<file path="src/rtl/pong_pkg.sv">
// Shared constants, game-state type and small geometry helpers for the pong block.
package pong_pkg;

    localparam logic [9:0] H_ACT_START = 10'd48;
    localparam logic [9:0] V_ACT_START = 10'd33;
    localparam logic [9:0] TICK_SX     = 10'd0;
    localparam logic [9:0] TICK_SY     = 10'd513;

    localparam logic [9:0] PAD_W       = 10'd8;
    localparam logic [9:0] PAD_H       = 10'd48;
    localparam logic [9:0] PAD_L_X     = 10'd16;
    localparam logic [9:0] PAD_R_X     = 10'd616;
    localparam logic [9:0] PAD_Y_MAX   = 10'd432;
    localparam logic [9:0] PAD_Y_INIT  = 10'd216;
    localparam logic [9:0] PAD_STEP    = 10'd4;

    localparam logic [9:0] BALL_SIZE   = 10'd8;
    localparam logic [9:0] BALL_SPEED  = 10'd2;
    localparam logic [9:0] BALL_X0     = 10'd316;
    localparam logic [9:0] BALL_Y0     = 10'd236;
    localparam logic [9:0] BALL_Y_MAX  = 10'd472;
    localparam logic [9:0] BALL_HIT_L  = 10'd24;
    localparam logic [9:0] BALL_HIT_R  = 10'd608;
    localparam logic [9:0] BALL_MISS_L = 10'd2;
    localparam logic [9:0] BALL_MISS_R = 10'd630;
    localparam logic [5:0] MISS_HOLD   = 6'd59;

    localparam logic [9:0] NET_X0      = 10'd319;
    localparam logic [9:0] NET_X1      = 10'd320;

    localparam logic [11:0] COL_BALL   = 12'hFFF;
    localparam logic [11:0] COL_PAD    = 12'h0F0;
    localparam logic [11:0] COL_NET    = 12'h888;
    localparam logic [11:0] COL_BG     = 12'h000;

    typedef enum logic [1:0] {
        ST_IDLE = 2'd0,
        ST_PLAY = 2'd1,
        ST_MISS = 2'd2
    } state_t;

    // Saturating paddle step; both buttons together cancel out.
    function automatic logic [9:0] pad_move(input logic [9:0] y, input logic up, input logic dn);
        logic [9:0] res;
        res = y;
        if (up && !dn)
            res = (y < PAD_STEP) ? 10'd0 : y - PAD_STEP;
        else if (dn && !up)
            res = (y > PAD_Y_MAX - PAD_STEP) ? PAD_Y_MAX : y + PAD_STEP;
        return res;
    endfunction

    function automatic logic ball_overlaps(input logic [9:0] by, input logic [9:0] py);
        return (({1'b0, by} + 11'(BALL_SIZE)) > {1'b0, py}) &&
               ({1'b0, by} < ({1'b0, py} + 11'(PAD_H)));
    endfunction

endpackage

</file>
<file path="src/rtl/pong_physics.sv">
// Game state: FSM, ball motion, paddles and miss pulses, advanced once per frame tick.
// Optional PONG_AUTO_PADDLE_EN makes the right paddle chase the ball instead of its buttons.
module pong_physics
    import pong_pkg::*;
(
    input  logic       clk,
    input  logic       srst,
    input  logic       i_tick,
    input  logic [1:0] i_btn_up,
    input  logic [1:0] i_btn_dn,
    output logic [9:0] o_ball_x,
    output logic [9:0] o_ball_y,
    output logic [9:0] o_pad_l_y,
    output logic [9:0] o_pad_r_y,
    output logic       o_miss_l,
    output logic       o_miss_r
);

    state_t     r_state, w_state_next;
    logic [9:0] r_bx, r_by, w_bx_next, w_by_next;
    logic       r_dx, r_dy, w_dx_next, w_dy_next;   // dx=1 right, dy=1 down
    logic [5:0] r_cnt, w_cnt_next;
    logic       r_serve, w_serve_next;
    logic       r_miss_l, r_miss_r, w_miss_l, w_miss_r;
    logic [9:0] w_pad_y [2];
    logic       w_ov_l, w_ov_r, w_hit_l, w_hit_r;

    genvar gi;
    generate
        for (gi = 0; gi < 2; gi++) begin : g_pad
            logic [9:0] r_y;
            logic       w_up, w_dn;
`ifdef PONG_AUTO_PADDLE_EN
            if (gi == 1) begin : g_auto
                logic signed [11:0] w_target, w_cur;
                assign w_target = $signed({2'b00, r_by}) - 12'sd20;
                assign w_cur    = $signed({2'b00, r_y});
                assign w_up     = w_cur > (w_target + 12'sd4);
                assign w_dn     = (w_cur + 12'sd4) < w_target;
            end else begin : g_btn
                assign w_up = i_btn_up[gi];
                assign w_dn = i_btn_dn[gi];
            end
`else
            assign w_up = i_btn_up[gi];
            assign w_dn = i_btn_dn[gi];
`endif
            always_ff @(posedge clk) begin
                if (srst)
                    r_y <= PAD_Y_INIT;
                else if (i_tick)
                    r_y <= pad_move(r_y, w_up, w_dn);
            end
            assign w_pad_y[gi] = r_y;
        end
    endgenerate

    // Collisions see the paddles as they were before this tick's move.
    assign w_ov_l  = ball_overlaps(r_by, w_pad_y[0]);
    assign w_ov_r  = ball_overlaps(r_by, w_pad_y[1]);
    // Paddle faces are tested against the position the ball is about to move to.
    assign w_hit_l = !r_dx && (r_bx <= BALL_HIT_L + BALL_SPEED) && w_ov_l;
    assign w_hit_r =  r_dx && (r_bx >= BALL_HIT_R - BALL_SPEED) && w_ov_r;

    always_comb begin
        w_state_next = r_state;
        w_bx_next    = r_bx;
        w_by_next    = r_by;
        w_dx_next    = r_dx;
        w_dy_next    = r_dy;
        w_cnt_next   = r_cnt;
        w_serve_next = r_serve;
        w_miss_l     = 1'b0;
        w_miss_r     = 1'b0;
        case (r_state)
            ST_IDLE: begin
                if (|{i_btn_up, i_btn_dn}) begin
                    w_state_next = ST_PLAY;
                    w_dx_next    = 1'b1;
                    w_dy_next    = 1'b1;
                end
            end
            ST_PLAY: begin
                if (!r_dx && !w_hit_l && r_bx <= BALL_MISS_L) begin
                    w_state_next = ST_MISS;
                    w_miss_l     = 1'b1;
                    w_serve_next = 1'b0;
                    w_cnt_next   = MISS_HOLD;
                end else if (r_dx && !w_hit_r && r_bx >= BALL_MISS_R) begin
                    w_state_next = ST_MISS;
                    w_miss_r     = 1'b1;
                    w_serve_next = 1'b1;
                    w_cnt_next   = MISS_HOLD;
                end else begin
                    if (w_hit_l) begin
                        w_bx_next = BALL_HIT_L;
                        w_dx_next = 1'b1;
                    end else if (w_hit_r) begin
                        w_bx_next = BALL_HIT_R;
                        w_dx_next = 1'b0;
                    end else begin
                        w_bx_next = r_dx ? r_bx + BALL_SPEED : r_bx - BALL_SPEED;
                    end
                    if (!r_dy && r_by <= BALL_SPEED) begin
                        w_by_next = 10'd0;
                        w_dy_next = 1'b1;
                    end else if (r_dy && r_by >= BALL_Y_MAX - BALL_SPEED) begin
                        w_by_next = BALL_Y_MAX;
                        w_dy_next = 1'b0;
                    end else begin
                        w_by_next = r_dy ? r_by + BALL_SPEED : r_by - BALL_SPEED;
                    end
                end
            end
            ST_MISS: begin
                if (r_cnt == 6'd0) begin
                    w_state_next = ST_PLAY;
                    w_bx_next    = BALL_X0;
                    w_by_next    = BALL_Y0;
                    w_dx_next    = r_serve;
                    w_dy_next    = 1'b1;
                end else begin
                    w_cnt_next = r_cnt - 6'd1;
                end
            end
            default: w_state_next = ST_IDLE;
        endcase
    end

    always_ff @(posedge clk) begin
        if (srst) begin
            r_state  <= ST_IDLE;
            r_bx     <= BALL_X0;
            r_by     <= BALL_Y0;
            r_dx     <= 1'b1;
            r_dy     <= 1'b1;
            r_cnt    <= 6'd0;
            r_serve  <= 1'b1;
            r_miss_l <= 1'b0;
            r_miss_r <= 1'b0;
        end else begin
            r_miss_l <= i_tick & w_miss_l;
            r_miss_r <= i_tick & w_miss_r;
            if (i_tick) begin
                r_state <= w_state_next;
                r_bx    <= w_bx_next;
                r_by    <= w_by_next;
                r_dx    <= w_dx_next;
                r_dy    <= w_dy_next;
                r_cnt   <= w_cnt_next;
                r_serve <= w_serve_next;
            end
        end
    end

    assign o_ball_x  = r_bx;
    assign o_ball_y  = r_by;
    assign o_pad_l_y = w_pad_y[0];
    assign o_pad_r_y = w_pad_y[1];
    assign o_miss_l  = r_miss_l;
    assign o_miss_r  = r_miss_r;

endmodule

</file>
<file path="src/rtl/pong_render.sv">
// Pong top: frame-tick detection, pixel drawing and one-cycle alignment of video strobes.
// Build option PONG_AUTO_PADDLE_EN is handled inside pong_physics.
module pong_render
    import pong_pkg::*;
(
    input  logic       pix_clk,
    input  logic       rst_pix,
    input  logic [9:0] sx,
    input  logic [9:0] sy,
    input  logic       de,
    input  logic       hsync,
    input  logic       vsync,
    input  logic [1:0] btn_up,
    input  logic [1:0] btn_dn,
    output logic [3:0] r,
    output logic [3:0] g,
    output logic [3:0] b,
    output logic       de_o,
    output logic       hsync_o,
    output logic       vsync_o,
    output logic       miss_l,
    output logic       miss_r
);

    logic        w_tick;
    logic [9:0]  w_px, w_py;
    logic [9:0]  w_ball_x, w_ball_y;
    logic [9:0]  w_pad_y [2];
    logic        w_in_ball, w_in_net;
    logic [1:0]  w_in_pad;
    logic [11:0] w_rgb;
    logic [11:0] r_rgb;
    logic        r_de, r_hsync, r_vsync;

    assign w_tick = (sx == TICK_SX) && (sy == TICK_SY);
    assign w_px   = sx - H_ACT_START;
    assign w_py   = sy - V_ACT_START;

    pong_physics u_physics (
        .clk       (pix_clk),
        .srst      (rst_pix),
        .i_tick    (w_tick),
        .i_btn_up  (btn_up),
        .i_btn_dn  (btn_dn),
        .o_ball_x  (w_ball_x),
        .o_ball_y  (w_ball_y),
        .o_pad_l_y (w_pad_y[0]),
        .o_pad_r_y (w_pad_y[1]),
        .o_miss_l  (miss_l),
        .o_miss_r  (miss_r)
    );

    assign w_in_ball = ({1'b0, w_px} >= {1'b0, w_ball_x}) &&
                       ({1'b0, w_px} <  {1'b0, w_ball_x} + 11'(BALL_SIZE)) &&
                       ({1'b0, w_py} >= {1'b0, w_ball_y}) &&
                       ({1'b0, w_py} <  {1'b0, w_ball_y} + 11'(BALL_SIZE));

    genvar gi;
    generate
        for (gi = 0; gi < 2; gi++) begin : g_pad_draw
            localparam logic [9:0] X0 = (gi == 0) ? PAD_L_X : PAD_R_X;
            assign w_in_pad[gi] = (w_px >= X0) && (w_px < X0 + PAD_W) &&
                                  ({1'b0, w_py} >= {1'b0, w_pad_y[gi]}) &&
                                  ({1'b0, w_py} <  {1'b0, w_pad_y[gi]} + 11'(PAD_H));
        end
    endgenerate

    // Dashed centre line: two pixels wide, 16 rows on / 16 rows off.
    assign w_in_net = ((w_px == NET_X0) || (w_px == NET_X1)) && !w_py[4];

    always_comb begin
        w_rgb = COL_BG;
        if (de) begin
            if (w_in_ball)
                w_rgb = COL_BALL;
            else if (|w_in_pad)
                w_rgb = COL_PAD;
            else if (w_in_net)
                w_rgb = COL_NET;
        end
    end

    always_ff @(posedge pix_clk) begin
        if (rst_pix) begin
            r_rgb   <= COL_BG;
            r_de    <= 1'b0;
            r_hsync <= 1'b1;
            r_vsync <= 1'b1;
        end else begin
            r_rgb   <= w_rgb;
            r_de    <= de;
            r_hsync <= hsync;
            r_vsync <= vsync;
        end
    end

    assign r       = r_rgb[11:8];
    assign g       = r_rgb[7:4];
    assign b       = r_rgb[3:0];
    assign de_o    = r_de;
    assign hsync_o = r_hsync;
    assign vsync_o = r_vsync;

endmodule

</file>
<file path="config.mk">
export PLATFORM = sky130hd
export DESIGN_NAME = pong_render
export DESIGN_NICKNAME = d
export VERILOG_FILES = /design/src/rtl/pong_pkg.sv /design/src/rtl/pong_physics.sv /design/src/rtl/pong_render.sv
export SDC_FILE = /design/constraint.sdc
export NUM_CORES = 1
export LEC_CHECK = 0
export BUFFER_PORTS_ARGS = -buffer_cell sky130_fd_sc_hd__buf_2
export CAP_MARGIN = 20
export CORE_UTILIZATION = 38
export CTS_CLUSTER_SIZE = 20
export DETAILED_ROUTE_END_ITERATION = 8
export GPL_TIMING_DRIVEN = 0
export RECOVER_POWER = 100
export SYNTH_ARGS = -nofsm -noshare
export SYNTH_HDL_FRONTEND = slang
export SYNTH_HIERARCHICAL = 1
export SYNTH_SLANG_ARGS = --single-unit
</file>
<file path="constraint.sdc">
create_clock -name pix_clk -period 5.6 [get_ports pix_clk]
set_input_delay 0.56 -clock pix_clk [delete_from_list [all_inputs] [get_ports pix_clk]]
set_output_delay 0.56 -clock pix_clk [all_outputs]
set_load 0.01 [all_outputs]
</file>
Yosys cells after proc, flatten, opt, wreduce, memory -nomap -nowiden
Index checks and enable logic that the tools add are counted.
{"block": "totals", "output_inout_bits": 17, "ff_bits": 68, "in_bits": 29}
{"block": "classes", "bitwise": 3, "addsub": 15, "reduce_logical": 56, "order_cmp": 26, "muxes": 54, "n_eq_ne": 13}
{"operator": "10-bit two-way mux", "n": 20}
{"operator": "10-bit by 11-bit less-than comparator with 1-bit output", "n": 6}
{"operator": "10-bit greater-or-equal comparator", "n": 4}
{"operator": "10-bit case mux with 2 select lines", "n": 2}
{"operator": "12-bit two-way mux", "n": 3}
{"operator": "10-bit greater-or-equal comparator (second input constant)", "n": 3}
{"operator": "1-bit logical AND", "n": 27}
{"operator": "10-bit by 4-bit adder with 11-bit output (second input constant)", "n": 2}
{"operator": "10-bit by 6-bit adder with 11-bit output (second input constant)", "n": 2}
{"operator": "11-bit by 10-bit greater-than comparator with 1-bit output", "n": 2}
{"operator": "10-bit by 2-bit adder with 10-bit output (second input constant)", "n": 2}
{"operator": "10-bit by 3-bit adder with 10-bit output (second input constant)", "n": 2}
{"operator": "10-bit by 9-bit == test with 1-bit output (second input constant)", "n": 2}
{"operator": "10-bit by 9-bit greater-than comparator with 1-bit output (second input constant)", "n": 2}
{"operator": "10-bit by 2-bit <= comparator with 1-bit output (second input constant)", "n": 2}
{"operator": "10-bit by 3-bit less-than comparator with 1-bit output (second input constant)", "n": 2}
{"operator": "10-bit by 2-bit subtractor with 10-bit output (second input constant)", "n": 2}
{"operator": "10-bit by 3-bit subtractor with 10-bit output (second input constant)", "n": 2}
{"operator": "10-bit by 6-bit subtractor with 10-bit output (second input constant)", "n": 2}
{"operator": "1-bit two-way mux", "n": 18}
{"operator": "6-bit two-way mux", "n": 3}
{"operator": "7-bit AND reduction", "n": 2}
{"operator": "6-bit case mux with 2 select lines", "n": 1}
{"operator": "10-bit == test (second input constant)", "n": 1}
{"operator": "29 further kinds", "n": 53}

Logic depth before layout (Yosys ltp)
{"block": "logic_depth", "word_depth": 11, "mapped_depth": 16, "depth_no_buf": 13}

Cells and area by module
The synthesis kept the hierarchy.
{"mod": "pong_physics", "area_each_um2": 4619.4, "instances": 1, "cells_each": 607}
{"mod": "pong_render", "area_each_um2": 2686.3, "instances": 1, "cells_each": 333}

Worst setup path after synthesis
OpenSTA, ideal clock, no wires.
{"block": "synth_path", "kind": "reg2reg", "start": "register u_physics.r_by[3], in the netlist u_physics/o_ball_y[3]", "end": "register u_physics.r_cnt[1]", "setup_time_ps": 95, "required_ps": 5505, "t_arrival_ps": 3427, "path_buffers": 1, "path_slack_ps": 2077, "path_stages_with_launch": 15, "path_cell_list": "dfxtp_1 ha_1 nand3_1 nor2_1 xor2_1 ha_1 nand3_1 a211oi_1 or4_4 o221a_4 nand4b_4 a31o_1 buf_6 a21o_1 a221oi_1"}
{"block": "synth_via", "elab_chain_cells": 9, "elab_cells_between_ends": 19, "classes_between": "add/sub (1); order compare (4); eq/ne (1); mux (2); reduce/logical (11)"}
{"element": "start: declaration", "line": "pong_physics.sv:20", "source": "logic [9:0] r_bx, r_by, w_bx_next, w_by_next;"}
{"element": "start signal: assignment", "line": "pong_physics.sv:147", "source": "r_by <= w_by_next;"}
{"element": "10-bit by 4-bit adder with 11-bit output", "line": "pong_pkg.sv:54", "source": "return (({1'b0, by} + 11'(BALL_SIZE)) > {1'b0, py}) &&"}
{"element": "11-bit by 10-bit greater-than comparator with 1-bit output", "line": "pong_pkg.sv:54"}
{"element": "1-bit logical AND", "line": "pong_pkg.sv:54"}
{"element": "1-bit logical AND, on equally long branches", "line": "pong_physics.sv:63, pong_physics.sv:62"}
{"element": "1-bit logical NOT, on equally long branches", "line": "pong_physics.sv:89, pong_physics.sv:84"}
{"element": "1-bit logical AND, on equally long branches (2 in a row)", "line": "pong_physics.sv:89, pong_physics.sv:84"}
{"element": "3-bit by 1-bit != test with 1-bit output (no source line) or 6-bit two-way mux (tied branches)"}
{"element": "4-bit AND reduction (no source line) or 6-bit case mux with 2 select lines (tied branches)"}
{"element": "end signal: assignment", "line": "pong_physics.sv:150", "source": "r_cnt <= w_cnt_next;"}
{"element": "end: declaration", "line": "pong_physics.sv:22", "source": "logic [5:0] r_cnt, w_cnt_next;"}
Several ways; a longest one is shown, not always the timed one.
A chain may end at the register's enable or synchronous reset.

Worst setup path in the final report
{"block": "layout_path", "start": "register u_physics.r_by[3], in the netlist u_physics/o_ball_y[3]", "end": "register u_physics.r_bx[8], in the netlist u_physics/o_ball_x[8]"}
{"block": "layout_via", "elab_chain_cells": 9, "elab_cells_between_ends": 23, "classes_between": "add/sub (1); order compare (4); eq/ne (2); mux (5); reduce/logical (11)"}
{"element": "10-bit by 4-bit adder with 11-bit output", "line": "pong_pkg.sv:54"}
{"element": "11-bit by 10-bit greater-than comparator with 1-bit output", "line": "pong_pkg.sv:54"}
{"element": "1-bit logical AND", "line": "pong_pkg.sv:54"}
{"element": "1-bit logical AND, on equally long branches", "line": "pong_physics.sv:63, pong_physics.sv:62"}
{"element": "10-bit two-way mux, or another cell as far along", "line": "pong_physics.sv:98", "source": "end else if (w_hit_r) begin"}
{"element": "10-bit two-way mux, or another cell as far along", "line": "pong_physics.sv:95", "source": "if (w_hit_l) begin"}
{"element": "10-bit two-way mux, or another cell as far along", "line": "pong_physics.sv:89", "source": "end else if (r_dx && !w_hit_r && r_bx >= BALL_MISS_R) begin"}
{"element": "10-bit two-way mux or 2-bit != test (tied branches)"}
{"element": "10-bit case mux with 2 select lines or 5-bit AND reduction (tied branches)"}
{"element": "end signal: assignment", "line": "pong_physics.sv:146", "source": "r_bx <= w_bx_next;"}
{"element": "end: declaration", "line": "pong_physics.sv:20"}
Several ways; a longest one is shown, not always the timed one. The select of a mux whose other input is x is not followed.

==> flow_summary.ini <==
[clocking]
clk_pin_slew_ns = 0.08
cts_setup_buffers = 0
ctsHtreeMaxLevel = 2
clkSinkCount = 54
clock_path_buffers = 2
root_buffer = clkbuf_16
insertion_delay_ns = 0.31
cts_buffers = 5
post_cts_resized = 0
cts_tree = done
hold_buffers = 0

[global_route]
grt_antenna_before_repair = 0
grt_pass1_wl_um = 33300
first_global_vias = 6523
overflow = 0
grt_max_degree = 18
grt_util_all_layers_pct = 20.8

[worst_setup_path]
cp-startpoint = u_physics/o_ball_y[3]$_SDFFE_PP1P_
r2r-start = u_physics/o_ball_y[3]$_SDFFE_PP1P_
rrSetupSlack_ns = 0.91
cp.arrival_ns = 4.92
r2r-end = u_physics/o_ball_x[8]$_SDFFE_PP1P_
cp_max_fo = 14
crit_path_end = u_physics/o_ball_x[8]$_SDFFE_PP1P_
cp-start-kind = flip-flop
r2r_cells = 15
end_kind = flip-flop
crit_required_ns = 5.83
worstSetupPathType = flip-flop to flip-flop

[layout]
area_delta_synth_final_pct = 9.04
final_cells = 1232
diodes = 0
layout.nets = 1162
final_cell_mix = 136 x ha_1, 86 x inv_1, 73 x a21oi_1
drive_above_1_share_pct = 8.62
layout_commonest_cell = ha_1
fill_cells = 1981

[timing]
fin_crit_ns = 4.69
fin_ws_ns = 0.911
finalCritPeriodShare_pct = 83.7
final-max-slew-violation-count = 0
relSlewSlack_pct = 29.8
worstMarginPinSlew_ns = 1.04
fmax_mhz = 213
setup_tns_ns = 0
final-hold-violation-count = 0
fin_worst_skew_ns = 0.00822
whs_ns = 0.425
rsz0062_at_grt = false
setup_viol = 0

[place]
hpwl_um = 15900
routabilityCongestion = 0.918
placed_cells = 1224
port-buffer-count = 45
pre_cts_slack_ns = 1.39

[pwr]
peakVddDrop_mv = 0.108
p_leak_uw = 0.00345
power_density_mw_per_mm2 = 122

[logic_synthesis]
synth_top_area_share_pct = 23.3
ys_ff_latch = 54
async_reset_ff_share_pct = 0
yosysWarnings = 6
avgSynthCellArea_um2 = 7.77
syn-instance-count = 940
synth_area_leader_cell = ha_1
yosysSeqAreaShare_pct = 14.8
netlist_area_mm2 = 0.00731
synth_ff_type = dfxtp_1
netlist_top_cells_area = ha_1 23%, dfxtp_1 15%, a21oi_1 5.0%, inv_1 4.4%, xnor2_1 4.0%
synth_edf_count = 0
yosysUniqueCellTypes = 86

[die]
core_mm2 = 0.0188
io_pins = 46
die_y_um = 141
rows = 50
dieArea_mm2 = 0.0198
die_width_um = 141
initial_utilization_pct = 38.9

[route]
routed-wl-met3_um = 1030
wl_met1_um = 9840
drtAntennaViolNets = 0
drc = 0
routed_wl_um = 20200
routed-wl-met2_um = 8750
firstDrtPassIters = 5
highest_layer = met4
drt_iter0_drc = 411
num_vias = 6983
wl_per_cell_um = 16.4
viasPerCell = 5.67

[flow_run]
drv_cap = 0

[hold_path]
hp-start = vsync
hp-class = input pin to flip-flop

[status]
status = complete, no violations
-- critical path: stages (launching register included) --
cell and delay (ns):
dfxtp_1 0.77, ha_1 0.35, nand3_1 0.13, nor2_1 0.22, xor2_1 0.26, ha_1 0.29
nand3_1 0.13, a211oi_1 0.07, or4_2 0.62, o221a_1 0.37, nand4b_1 0.43, a41oi_2 0.36
buf_6 0.19, buf_4 0.20, a21oi_1 0.06, o221ai_1 0.17
-- final cells by class --
class                   instances  area [um2]  share of cell area (%)
clock buffers                   6         139                    1.74
flip-flops and latches         54        1080                    13.6
multi-input cells             756        5610                    70.4
clock inverters                 2        38.8                   0.487
well taps                     234         293                    3.68
repair buffers                 45         206                    2.59
inverters                      88         330                    4.15
plain buffers                  47         269                    3.38
-- Yosys cell counts (all sizes together), types with 7 or more instances --
| library cell | count |
|---|---|
| buf | 23 |
| a21oi | 73 |
| nand2b | 18 |
| clkbuf | 24 |
| nand3 | 31 |
| nand2 | 55 |
| nor2b | 14 |
| o211ai | 14 |
| nand4 | 13 |
| a31oi | 13 |
| nor2 | 56 |
| a221oi | 7 |
| xnor2 | 34 |
| dfxtp | 54 |
| inv | 86 |
| and3 | 13 |
| o21ai | 52 |
| a2111oi | 8 |
| a211oi | 16 |
| ha | 136 |
| a21o | 22 |
| o21a | 8 |
| a21boi | 8 |
| nor3 | 29 |
| nor4 | 14 |
| xor2 | 13 |
-- per-stage QoR --
stage | cell area [um2] | total power [uW] | utilization, %
after floorplan | 7320 | 530 | -
after global placement | 7840 | 591 | 41.8
after detailed placement | 7840 | 594 | 41.8
after CTS | 8020 | 985 | 42.7
after global routing | 7970 | 1020 | 42.4
final | 7970 | 970 | 42.4
-- power breakdown --
| part | total [uW] | internal [uW] | switching (uW) |
|---|---|---|---|
| Sequential | 389 | 386 | 3.13 |
| Clock | 385 | 225 | 160 |
| Combinational | 196 | 82.1 | 113 |
| Total | 970 | 694 | 276 |
-- how the worst min path moves through the flow --
stage,endpoint,slack [ns],cells after the start
2_1_floorplan,u_physics/r_serve$_SDFFE_PP1P_,0.44,2
3_3_place_gp,u_physics/r_serve$_SDFFE_PP1P_,0.46,2
3_5_place_dp,u_physics/r_serve$_SDFFE_PP1P_,0.46,2
4_1_cts,vsync_o$_SDFF_PP1_,0.42,2
5_1_grt,vsync_o$_SDFF_PP1_,0.43,2
6_report,vsync_o$_SDFF_PP1_,0.43,2
-- logic make-up after synthesis --
group	after synthesis	share of synthesized area [%]
other cells	1	0.0513
xor+xnor	47	5.84
simple gates	284	20.9
mux	1	0.137
compound gates	282	26.8
fa+ha+maj	136	23.3
flops	54	14.8
buf+inv	135	8.20
-- routing by layer --
layer / GRT usage [%] / vias up
met1: 28.6 / 3181
met3: 2.24 / 31
met4: 7.67 / 0
met5: 0 / -
li1: - / 3561
met2: 33.6 / 210
-- registers in the layout (all words and copies together) (netlist names) --
register	flops
hsync_o	1
u_physics/r_dy	1
de_o	1
u_physics/r_dx	1
u_physics/r_cnt	6
u_physics/r_state	2
r_rgb	4
u_physics/o_miss_r	1
u_physics/o_ball_y	9
u_physics/o_pad_l_y	8
u_physics/o_miss_l	1
u_physics/r_serve	1
vsync_o	1
u_physics/o_ball_x	9
u_physics/o_pad_r_y	8
No activity file was read; power rests on OpenSTA's default activity.
